### src/rtl/ntt_bfu_ctrl_pkg.sv
// Shared types and defaults for the NTT butterfly-unit sequencer.
// Optional build macro: CTRL_CYCLE_CNT_EN (adds a busy-cycle counter port on ntt_bfu_ctrl).
package ntt_bfu_ctrl_pkg;

    // Coefficient / twiddle word width (covers moduli up to 4095, e.g. 3329).
    localparam int DATA_W      = 12;

    // Default transform size exponent and BFU pipeline depth.
    localparam int LOGN_DEF    = 3;
    localparam int BFU_LAT_DEF = 8;

    // Transform direction as carried on bfu_op and tw_addr[LOGN].
    localparam logic OP_NTT  = 1'b0;
    localparam logic OP_INTT = 1'b1;

    // Sequencer states.
    typedef enum logic [1:0] {
        ST_IDLE  = 2'd0,
        ST_RUN   = 2'd1,
        ST_DRAIN = 2'd2,
        ST_DONE  = 2'd3
    } state_e;

    // Width of the stage counter for a given LOGN (at least one bit).
    function automatic int stage_w(input int logn);
        return (logn > 1) ? $clog2(logn) : 1;
    endfunction

endpackage

### src/rtl/ntt_bfu_ctrl_addr_gen.sv
// Combinational butterfly address generator.
// Maps (stage, butterfly index, direction) to the coefficient pair (a, b) and the
// twiddle ROM address. CT (op=0) halves the pair distance every stage; GS (op=1)
// doubles it. Twiddle index is 2^s+g for CT and N/2^(s+1)+g for GS, with the
// direction bit selecting the inverse table in the upper half of the ROM.
module ntt_bfu_ctrl_addr_gen
    import ntt_bfu_ctrl_pkg::*;
#(
    parameter int LOGN = LOGN_DEF,
    parameter int S_W  = stage_w(LOGN)
) (
    input  logic [S_W-1:0]  stage,
    input  logic [LOGN-2:0] idx,
    input  logic            op,
    output logic [LOGN-1:0] addr_a,
    output logic [LOGN-1:0] addr_b,
    output logic [LOGN:0]   tw_addr
);

    logic [LOGN-1:0] sh_ct;
    logic [LOGN-1:0] sh_gs;
    logic [LOGN-1:0] sh_pair;
    logic [LOGN-1:0] sh_tw;
    logic [LOGN-1:0] half;
    logic [LOGN-1:0] k_ext;
    logic [LOGN-1:0] grp;
    logic [LOGN-1:0] ofs;
    logic [LOGN-1:0] tw_idx;

    // Split the index into group and offset, then place the pair and pick the twiddle.
    always_comb begin
        sh_ct   = LOGN'(LOGN - 1) - LOGN'(stage);
        sh_gs   = LOGN'(stage);
        // log2 of the pair distance; the twiddle base uses the other direction's exponent.
        sh_pair = op ? sh_gs : sh_ct;
        sh_tw   = op ? sh_ct : sh_gs;
        half    = LOGN'(1) << sh_pair;
        k_ext   = {1'b0, idx};
        grp     = k_ext >> sh_pair;
        ofs     = k_ext & (half - LOGN'(1));
        // b never exceeds N-1 because a always has the 'half' bit clear.
        addr_a  = (grp << (sh_pair + LOGN'(1))) | ofs;
        addr_b  = addr_a + half;
        tw_idx  = (LOGN'(1) << sh_tw) + grp;
        tw_addr = {op, tw_idx};
    end

endmodule

### src/rtl/ntt_bfu_ctrl.sv
// NTT/INTT butterfly sequencer.
// Reads coefficient pairs and twiddles, feeds the BFU, and writes the BFU results
// back in place after the fixed pipeline latency. One full transform per start.
// Stage flow: RUN issues N/2 butterflies back to back, DRAIN waits for the last
// write of the stage so the next stage never reads stale data.
// Optional build macro: CTRL_CYCLE_CNT_EN adds cycle_cnt[31:0], counting busy cycles.
module ntt_bfu_ctrl
    import ntt_bfu_ctrl_pkg::*;
#(
    parameter int LOGN    = LOGN_DEF,
    parameter int BFU_LAT = BFU_LAT_DEF
) (
    input  logic              clk,
    input  logic              rstn,
    input  logic              start,
    input  logic              op,
    output logic              busy,
    output logic              done,
    output logic              rd_en,
    output logic [LOGN-1:0]   rd_addr1,
    output logic [LOGN-1:0]   rd_addr2,
    input  logic [DATA_W-1:0] rd_data1,
    input  logic [DATA_W-1:0] rd_data2,
    output logic [LOGN:0]     tw_addr,
    input  logic [DATA_W-1:0] tw_data,
    output logic [DATA_W-1:0] bfu_in1,
    output logic [DATA_W-1:0] bfu_in2,
    output logic [DATA_W-1:0] bfu_gamma,
    output logic              bfu_op,
    input  logic [DATA_W-1:0] bfu_out1,
    input  logic [DATA_W-1:0] bfu_out2,
    output logic              wr_en,
    output logic [LOGN-1:0]   wr_addr1,
    output logic [LOGN-1:0]   wr_addr2,
    output logic [DATA_W-1:0] wr_data1,
    output logic [DATA_W-1:0] wr_data2
`ifdef CTRL_CYCLE_CNT_EN
    ,
    output logic [31:0]       cycle_cnt
`endif
);

    localparam int S_W = stage_w(LOGN);
    localparam int K_W = LOGN - 1;
    // One cycle of read latency plus the BFU pipeline.
    localparam int DL  = BFU_LAT + 1;

    localparam logic [S_W-1:0] S_LAST = S_W'(LOGN - 1);
    localparam logic [K_W-1:0] K_LAST = '1;

    state_e          state_q,    state_d;
    logic [S_W-1:0]  stage_q,    stage_d;
    logic [K_W-1:0]  idx_q,      idx_d;
    logic            op_q,       op_d;
    logic            busy_q,     busy_d;
    logic            done_q,     done_d;
    logic            rd_en_q,    rd_en_d;
    logic [LOGN-1:0] rd_addr1_q, rd_addr1_d;
    logic [LOGN-1:0] rd_addr2_q, rd_addr2_d;
    logic [LOGN:0]   tw_addr_q,  tw_addr_d;

    // Write-back delay line: valid bits plus the a/b addresses of each butterfly.
    logic [DL-1:0]   vld_q, vld_d;
    logic [LOGN-1:0] dla_q [DL];
    logic [LOGN-1:0] dla_d [DL];
    logic [LOGN-1:0] dlb_q [DL];
    logic [LOGN-1:0] dlb_d [DL];

    logic [LOGN-1:0] gen_a;
    logic [LOGN-1:0] gen_b;
    logic [LOGN:0]   gen_tw;
    logic            pipe_busy;

    // Addresses are generated for the next (stage, index) so they register with rd_en.
    ntt_bfu_ctrl_addr_gen #(
        .LOGN (LOGN),
        .S_W  (S_W)
    ) u_addr_gen (
        .stage   (stage_d),
        .idx     (idx_d),
        .op      (op_d),
        .addr_a  (gen_a),
        .addr_b  (gen_b),
        .tw_addr (gen_tw)
    );

    // A butterfly is still in flight unless only the final write-back slot is occupied;
    // that lets the next stage read the cycle right after the last write.
    assign pipe_busy = rd_en_q | (|vld_q[DL-2:0]);

    // Sequencer next state: FSM transitions and stage / butterfly counters.
    always_comb begin
        // NOTE: every variable gets its default first, so no path can leave it unassigned and infer a latch.
        state_d = state_q;
        stage_d = stage_q;
        idx_d   = idx_q;
        op_d    = op_q;
        case (state_q)
            ST_IDLE: begin
                if (start) begin
                    state_d = ST_RUN;
                    stage_d = '0;
                    idx_d   = '0;
                    op_d    = op;
                end
            end
            ST_RUN: begin
                if (idx_q == K_LAST) begin
                    state_d = ST_DRAIN;
                end else begin
                    idx_d = idx_q + K_W'(1);
                end
            end
            ST_DRAIN: begin
                if (!pipe_busy) begin
                    idx_d = '0;
                    if (stage_q == S_LAST) begin
                        state_d = ST_DONE;
                    end else begin
                        state_d = ST_RUN;
                        stage_d = stage_q + S_W'(1);
                    end
                end
            end
            ST_DONE: begin
                state_d = ST_IDLE;
            end
            default: begin
                state_d = ST_IDLE;
            end
        endcase
    end

    // Registered strobes and read/twiddle addresses, aligned with the next state.
    always_comb begin
        rd_en_d    = (state_d == ST_RUN);
        busy_d     = (state_d == ST_RUN) || (state_d == ST_DRAIN);
        done_d     = (state_d == ST_DONE);
        rd_addr1_d = rd_addr1_q;
        rd_addr2_d = rd_addr2_q;
        tw_addr_d  = tw_addr_q;
        if (rd_en_d) begin
            rd_addr1_d = gen_a;
            rd_addr2_d = gen_b;
            tw_addr_d  = gen_tw;
        end
    end

    // Shift each issued butterfly's valid and addresses toward the write-back port.
    always_comb begin
        vld_d    = {vld_q[DL-2:0], rd_en_q};
        dla_d[0] = rd_addr1_q;
        dlb_d[0] = rd_addr2_q;
        for (int i = 1; i < DL; i++) begin
            dla_d[i] = dla_q[i-1];
            dlb_d[i] = dlb_q[i-1];
        end
    end

    // State, counters, registered outputs and the write-back delay line.
    always_ff @(posedge clk or negedge rstn) begin
        if (!rstn) begin
            state_q    <= ST_IDLE;
            stage_q    <= '0;
            idx_q      <= '0;
            op_q       <= 1'b0;
            busy_q     <= 1'b0;
            done_q     <= 1'b0;
            rd_en_q    <= 1'b0;
            rd_addr1_q <= '0;
            rd_addr2_q <= '0;
            tw_addr_q  <= '0;
            vld_q      <= '0;
            // NOTE: the address delay line is reset as well so wr_addr reads 0 out of reset; a storage RAM would not be.
            for (int i = 0; i < DL; i++) begin
                dla_q[i] <= '0;
                dlb_q[i] <= '0;
            end
        end else begin
            // NOTE: non-blocking assignments so every flop samples pre-edge values regardless of statement order.
            state_q    <= state_d;
            stage_q    <= stage_d;
            idx_q      <= idx_d;
            op_q       <= op_d;
            busy_q     <= busy_d;
            done_q     <= done_d;
            rd_en_q    <= rd_en_d;
            rd_addr1_q <= rd_addr1_d;
            rd_addr2_q <= rd_addr2_d;
            tw_addr_q  <= tw_addr_d;
            vld_q      <= vld_d;
            for (int i = 0; i < DL; i++) begin
                dla_q[i] <= dla_d[i];
                dlb_q[i] <= dlb_d[i];
            end
        end
    end

`ifdef CTRL_CYCLE_CNT_EN
    logic [31:0] cyc_cnt_q, cyc_cnt_d;

    // Busy-cycle counter: cleared on an accepted start, saturating, held after done.
    always_comb begin
        cyc_cnt_d = cyc_cnt_q;
        if ((state_q == ST_IDLE) && start) begin
            cyc_cnt_d = '0;
        end else if (busy_q && (cyc_cnt_q != '1)) begin
            cyc_cnt_d = cyc_cnt_q + 32'd1;
        end
    end

    // Busy-cycle counter register.
    always_ff @(posedge clk or negedge rstn) begin
        if (!rstn) begin
            cyc_cnt_q <= '0;
        end else begin
            cyc_cnt_q <= cyc_cnt_d;
        end
    end

    assign cycle_cnt = cyc_cnt_q;
`endif

    assign busy      = busy_q;
    assign done      = done_q;
    assign rd_en     = rd_en_q;
    assign rd_addr1  = rd_addr1_q;
    assign rd_addr2  = rd_addr2_q;
    assign tw_addr   = tw_addr_q;
    assign bfu_op    = op_q;

    // Memory read data and twiddle go straight into the BFU.
    assign bfu_in1   = rd_data1;
    assign bfu_in2   = rd_data2;
    assign bfu_gamma = tw_data;

    // BFU results go straight back out; out1 always lands at a, out2 at b.
    assign wr_en     = vld_q[DL-1];
    assign wr_addr1  = dla_q[DL-1];
    assign wr_addr2  = dlb_q[DL-1];
    assign wr_data1  = bfu_out1;
    assign wr_data2  = bfu_out2;

endmodule

### config.mk
export PLATFORM = sky130hd
export DESIGN_NAME = ntt_bfu_ctrl
export DESIGN_NICKNAME = d
export VERILOG_FILES = /design/src/rtl/ntt_bfu_ctrl_pkg.sv /design/src/rtl/ntt_bfu_ctrl_addr_gen.sv /design/src/rtl/ntt_bfu_ctrl.sv
export SDC_FILE = /design/constraint.sdc
export NUM_CORES = 1
export LEC_CHECK = 0
export CORE_MARGIN = 2
export CORE_UTILIZATION = 46
export CTS_CLUSTER_DIAMETER = 150
export DETAILED_ROUTE_END_ITERATION = 6
export PLACE_DENSITY = 0.86
export SLEW_MARGIN = 20
export SYNTH_ARGS = -nofsm -noshare
export SYNTH_HDL_FRONTEND = slang
export SYNTH_HIERARCHICAL = 1
export SYNTH_SLANG_ARGS = --single-unit
### constraint.sdc
create_clock -name clk -period 6 [get_ports clk]
set_input_delay 1.5 -clock clk [delete_from_list [all_inputs] [get_ports clk]]
set_output_delay 1.5 -clock clk [all_outputs]
set_load 0.02 [all_outputs]
==> results of run 1 <==
area by class of cell:
cell class	instances	area [µm²]
fillers	645	3760
flip-flops and latches	83	2080
multi-input cells	87	782
repair buffers	25	249
clock buffers	9	124
well taps	99	124
clock inverters	7	71.3
inverters	17	63.8
through the flow:
stage                     power [mW]  hold slack [ns]  cell area [µm²]  setup slack, ns
after floorplan                0.714            0.331             3450             1.21
after global placement         0.685            0.331             3290            0.548
after detailed placement       0.690            0.335             3290            0.352
after CTS                       1.07            0.354             3490            0.698
after global routing            1.10            0.358             3490            0.370
final                           1.05            0.353             3490            0.579
synthesized netlist by cell type (2+ instances only):
cell type / instances
xnor2_1: 3
mux2i_1: 4
o21ai_0: 6
mux2_2: 10
fa_1: 2
nor2_1: 2
nand3b_1: 3
ha_1: 12
buf_4: 67
buf_6: 2
nand3_1: 3
nor2b_1: 2
a21boi_0: 2
inv_1: 17
nand2_1: 8
dfrtp_1: 83
routing by layer:
metal  part of all wire  wire length, µm
met5                  0                0
met4              0.023              116
met3              0.099              506
met2               0.52             2630
met1               0.36             1840
state kept, by name, indices dropped and copies added, names as in the netlist:
name / flops
dla_d: 24
dlb_d: 24
vld_q: 9
tw_addr: 4
rd_addr1: 3
rd_addr2: 3
wr_addr1: 3
wr_addr2: 3
idx_q: 2
stage_q: 2
state_q: 2
bfu_op: 1
busy: 1
done: 1
rd_en: 1
worst paths after layout:
| kind | end | slack, ns | depth (start not counted) |
|---|---|---|---|
| max | rd_addr2[2] | 0.58 | 15 |
| min | dla_d[19] | 0.35 | 0 |
| max reg2reg | rd_addr2[2] | 1.40 | 14 |
| min reg2reg | dla_d[19] | 0.35 | 0 |
| max in group asynchronous | vld_q[8] | 4.33 | 1 |
| min in group asynchronous | wr_addr1[2] | 1.16 | 1 |
cells by family after synthesis:
group / count (synthesis) / share of synthesized area
compound gates: 20 / 0.0442
flops: 83 / 0.601
buf+inv: 87 / 0.172
mux: 15 / 0.0486
fa+ha+maj: 14 / 0.0551
xor+xnor: 4 / 0.0101
simple gates: 34 / 0.0685
power groups by stage:
stage,combinational (mW),clock (mW),sequential [mW]
floorplan,0.0903,0,0.624
global placement,0.0672,0,0.618
detailed placement,0.0687,0,0.621
CTS,0.0692,0.392,0.610
global route,0.0747,0.414,0.613
finish,0.0680,0.373,0.608
worst register-to-register path: cells and delay by family, from the launching register on:
kind / cells / cell delay, ns
AND/OR/NAND/NOR: 5 / 1.29
multiplexers: 3 / 1.13
adder cells (fa/ha/maj): 3 / 0.98
AO/OA/AOI/OAI: 2 / 0.54
flip-flops: 1 / 0.49
buffers and inverters: 1 / 0.04
==> impl_results.md, run 1 <==
* WP buf/inv at 2
* Ys flop type: dfrtp_1
* Crit path launch type: input port
* Sw frac at 0.249
* Die area at between 8000 and 9000 µm²
* WL/cell at 15.6 µm
* First-pass GRT wire length at 8310 µm
* Buffers on Ports at 24
* Flops & latches, synth at 83
* CTS Buffer Depth at 2
* Status: completed
* Initial core utilization at 0.476
* Vias per std cell at 5.01
* DRT Pass-1 Iters at 6
* Fin crit period at 5.42 ns
* Mean post-synth cell area at 13.4 µm²
* P_sw at 261 µW
* Setup-failing EPs final at 0
* Syn Nets at 335
* Routed Antenna Nets at 0
* Synth area leaders: dfrtp_1, buf_4, ha_1
* RePlAce Congestion at ~0.93
* Area leader, netlist: dfrtp_1
* Top Ports at 145
* # resized after CTS at 0
* Max-cap check violation count at 0
* GRT Overall Usage at 0.133
* Clock transition at path regs at 0.09 ns
* PD cells at 301 nW/µm²
* Clock power share at 0.356
* # DRC at 0
* Synth top area share at 0.601
* Ys Warns at 6
* Hold Vio Cnt, Final at 0
* Arrival time at the worst endpoint at ~5.7 ns
* CP delay by family, top: multiplexers
* Required @ worst endpoint at about 6.2 ns
* Distinct cells, synth at 47
* WL final at between 5000 and 6000 µm
* Most frequent cells in the layout: dfrtp_1, clkdlybuf4s50_1, inv_1, ha_1, mux2_2
* Clk_lat worst skew at 0.34 ns
* TritonCTS clock tree: yes
* Commonest non-fill, non-tap cell in the layout: dfrtp_1
* CP endpoint kind: register
* Initial antenna violation count at 0
* R2r startpoint: state_q[0]
* GR Layer Usage met1 at 0.143
* Sequential-to-total area share from yosys stat at 0.601
* Clk root buf: clkbuf_8
* Min-delay worst type: reg2reg
* EDFF count, synth at 0
* Largest net degree at the start of global routing at 84
* Vias in the first global route at 1664
* Initial DRC count at 142
* Cell area after synthesis at roughly 3500 µm²
* Sum of negative setup slack at 0 ns
* Final nets at 301
* Via count at 1637
* Worst rel slew slack at 0.514
* Crit-path slowest cell: mux2i_1
* Layout Cells excl Fill at 327
* Cells after Synth at 257
* Leak at 1.56 nW
* Post-synth ARST share at 1.00
* Rows at 31
* GRT met2 Usage at 0.213
* Tcrit/Tclk final at 0.903
* Max stage delay on crit path at 0.57 ns
* GR Layer Usage met3 at 0.0718
* Area grow syn2layout at 1.09%
* Internal power at 788 µW
* Final slew viol count at 0
* Crit-path cells: clkdlybuf4s50_1, or3b_4, nand2_1, mux2i_1, ha_1, or2_2, mux2i_1, nand3b_1, o22ai_1, ha_1, inv_1, fa_1, a2111oi_2, and4b_1, mux2_2
* FMAX at 184 MHz
* Worst VDD drop at 0.000172 V
* TritonCTS sink count at just over 80
* Hold wc startpoint: dla_d[22]
* CP max FO at 8
* H-tree levels at 3
* Die Y at 90.6 µm
* Post-DP HPWL at approximately 3500 µm
* Number of hold buffers added after CTS at 0
* Crit path from: start
* Clock buffer count from CTS at 9
* RSZ-0062 raised after global routing: false
* Share of cells above drive strength 1 at 0.175
* Core area at 7250 µm²
* Post-CTS Setup Inserts at 0
* Fin util at 0.481
* Comb power frac at 0.065
* Seq pwr share at 0.580
* Gr busiest metal: met2
* GR Overflow Total at 0
* Worst-margin pin slew at 0.708 ns
* Die W at roughly 91 µm
* WS Path Type: in2reg
* Maximum clock skew at final layout at 0.00521 ns
* Inst Count DP at 311
* Antenna diodes at 0
Note: power is estimated with default switching activity, not from simulation.
==> run 2, diff against run 1 <==
--- a/config.mk
+++ b/config.mk
@@ -6,10 +6,10 @@
 export NUM_CORES = 1
 export LEC_CHECK = 0
 export CORE_MARGIN = 2
-export CORE_UTILIZATION = 46
+export CORE_UTILIZATION = 38
 export CTS_CLUSTER_DIAMETER = 150
 export DETAILED_ROUTE_END_ITERATION = 6
-export PLACE_DENSITY = 0.86
+export PLACE_DENSITY = 0.76
 export SLEW_MARGIN = 20
 export SYNTH_ARGS = -nofsm -noshare
 export SYNTH_HDL_FRONTEND = slang
==> constraint.sdc (replaced) <==
create_clock -name clk -period 4.77 [get_ports clk]
set_input_delay 1.1925 -clock clk [delete_from_list [all_inputs] [get_ports clk]]
set_output_delay 1.1925 -clock clk [all_outputs]
set_load 0.05 [all_outputs]
==> run 2 against run 1 <==
Flip-flop and latch count unchanged; total power up 44%; wire length up 6.0%; register-to-register slack worse by 0.72 ns; worst hold slack worse by 0.0061 ns; first-iteration DRC count down 44%; cell count up 8.3%; sequential share of layout area down 3.4 points; sequential power up 26%; clock skew up 0.0031 ns; core utilization down 5.9 points.
==> impl_results.md, run 2 (synthesis results as in run 1) <==
* Max-cap check violation count at 0 (unchanged)
* Share of cells above drive strength 1 at 0.244 (+0.0685)
* Final nets at 319 (+6.0%)
* Tot Pwr at 1.51 mW (+44%)
* Via count at 1698 (+3.7%)
* CTS Buffer Depth at 2 (unchanged)
* Buffers on Ports at 24 (unchanged)
* Worst rel slew slack at 0.520 (+0.00577)
* RePlAce Congestion at 0.843 (-9.2%)
* WL final at 5390 µm (+6.0%)
* Clk_lat worst skew at 0.35 ns (about the same)
* CP max FO at 4 (-4)
* PD cells at 408 nW/µm² (+36%)
* Core area at 8760 µm² (+21%)
* Clock transition at path regs at 0.09 ns (about the same)
* CP endpoint kind: register
* Post-DP HPWL at 3740 µm (+7.3%)
* Die area at 9870 µm² (+20%)
* Area grow syn2layout at 7.28%
* Status: completed
* Fin crit period at around 4.6 ns
* # fillers at 805 (+25%)
* H-tree levels at 3 (unchanged)
* WS Path Type: in2reg
* Die Y at 99.3 µm (+9.6%)
* Required @ worst endpoint at 5.01 ns (-1.22 ns)
* Initial antenna violation count at 0 (unchanged)
* TritonCTS sink count at 83 (unchanged)
* GR Overflow Total at 0 (unchanged)
* Hold Vio Cnt, Final at 0 (unchanged)
* Worst VDD drop at 0.000167 V (-3.0%)
* Initial core utilization at 0.394 (-0.0820)
* Design area at 3700 µm² (+6.1%)
* GRT Overall Usage at 0.119 (-0.0143)
* Tcrit/Tclk final at 0.966
* Setup-failing EPs final at 0 (unchanged)
* Number of hold buffers added after CTS at 0 (unchanged)
* DRT Pass-1 Iters at 4 (-2)
* Initial DRC count at 80 (-44%)
* First-pass GRT wire length at 8940 µm (+7.6%)
* Largest net degree at the start of global routing at 84 (unchanged)
* Crit path launch type: input port
* Die W at 99.3 µm (+9.6%)
* Fin util at 0.423 (-0.0585)
* Most frequent cells in the layout: dfrtp_1, clkdlybuf4s50_1, buf_4, inv_1, ha_1
* Maximum clock skew at final layout at 0.00836 ns (+0.00314 ns)
* Final slew viol count at 0 (unchanged)
* Worst-margin pin slew at 0.720 ns (+0.0116 ns)
* Top Ports at 145 (unchanged)
* Crit-path slowest cell: clkdlybuf4s50_1
* FMAX at between 200 and 250 MHz
* Antenna diodes at 0 (unchanged)
* Crit-path cells: clkdlybuf4s50_1, or3b_4, nand2_1, mux2i_1, buf_4, ha_1, or2_2, mux2i_1, nand3b_1, o22ai_2, ha_1, inv_1, fa_2, a2111oi_2, and4b_1, mux2_2
* Min-delay worst type: reg2reg
* Arrival time at the worst endpoint at 4.84 ns (-0.81 ns)
* RSZ-0062 raised after global routing: false
* TritonCTS clock tree: yes
* Rows at 34 (+9.7%)
* Vias per std cell at 4.80 (-4.2%)
* Max stage delay on crit path at 0.50 ns (-0.07 ns)
* Routed Antenna Nets at 0 (unchanged)
* Vias in the first global route at 1846 (+11%)
* Area post-placement at 3430 µm² (+4.2%)
* Clock buffer count from CTS at 9 (unchanged)
* Commonest non-fill, non-tap cell in the layout: dfrtp_1
* Clk root buf: clkbuf_8
* WL/cell at 15.2 µm (-2.1%)
* # DRC at 0 (unchanged)
* Leak at 1.68 nW (+8.0%)
==> run 2: cell count changes in the layout (fill, tap and decap cells not counted), sizes merged <==
cell	change
bufinv	+3
buf	+18
inv	+1
clkinv	-2
clkinvlp	-2
==> run 2: final cells by class <==
type / count / area, µm² / area share
sequential: 83 / 2080 / 0.561
inverter: 17 / 63.8 / 0.0172
timing repair buffer: 43 / 384 / 0.104
clock inverter: 7 / 130 / 0.0351
tap: 108 / 135 / 0.0365
clock buffer: 9 / 124 / 0.0334
multi-input combinational: 87 / 791 / 0.213
==> run 2: worst paths after layout <==
path | to | start | slack [ns] | cells past startpoint
max in group asynchronous | dla_d[19] | rstn | 3.41 | 1
worst min register to register | dlb_d[12] | dlb_d[15] | 0.35 | 0
worst max-delay path | rd_addr2[2] | start | 0.16 | 16
worst max register to register | rd_addr2[2] | vld_q[2] | 0.68 | 15
min in group asynchronous | wr_addr2[0] | rstn | 0.87 | 1
worst min-delay path | dlb_d[12] | dlb_d[15] | 0.35 | 0
==> run 2: critical path: cells and delay by family <==
family / cells / cell delay (ns)
adder cells (fa/ha/maj): 3 / 0.72
buffers and inverters: 3 / 0.71
AND/OR/NAND/NOR: 5 / 1.16
AO/OA/AOI/OAI: 2 / 0.50
multiplexers: 3 / 0.56
==> run 2: repair_timing <==
action,4_1_cts,5_1_grt
setup buffers,0,1
endpoints found under the setup margin,0,1
resized for setup,0,3
==> run 2: layer usage <==
| metal | global-route usage | share of wire |
|---|---|---|
| met1 | 0.132 | 0.37 |
| met5 | 0 | 0 |
| met2 | 0.182 | 0.48 |
| met3 | 0.0478 | 0.11 |
| met4 | 0.0906 | 0.041 |
==> run 2: report_power, final <==
| group | internal, mW | switching, mW |
|---|---|---|
| Combinational | 0.0426 | 0.0769 |
| Clock | 0.359 | 0.267 |
| Sequential | 0.751 | 0.0149 |
| Total | 1.15 | 0.359 |
==> run 2: metrics by stage <==
step / std cells / hold slack [ns] / setup slack [ns] / setup TNS (ns)
finish: 354 / 0.346 / 0.162 / 0
global route: 354 / 0.346 / 0.0158 / 0
CTS: 353 / 0.349 / 0.0265 / 0
detailed placement: 337 / 0.335 / -0.357 / -0.357
global placement: 337 / 0.333 / -0.198 / -0.198
floorplan: 257 / 0.331 / 0.287 / 0
==> run 3, diff against run 2 <==
==> constraint.sdc (replaced) <==
create_clock -name clk -period 4.77 [get_ports clk]
set_input_delay 1.1925 -clock clk [delete_from_list [all_inputs] [get_ports clk]]
set_output_delay 1.1925 -clock clk [all_outputs]
set_load 0.1 [all_outputs]
==> results of run 3 <==
Same layout as run 2 (identical final DEF). Status: completed.
Among the figures that moved: total power 1.51 mW -> 1.56 mW; worst IR drop on VDD 0.000167 V -> 0.000188 V
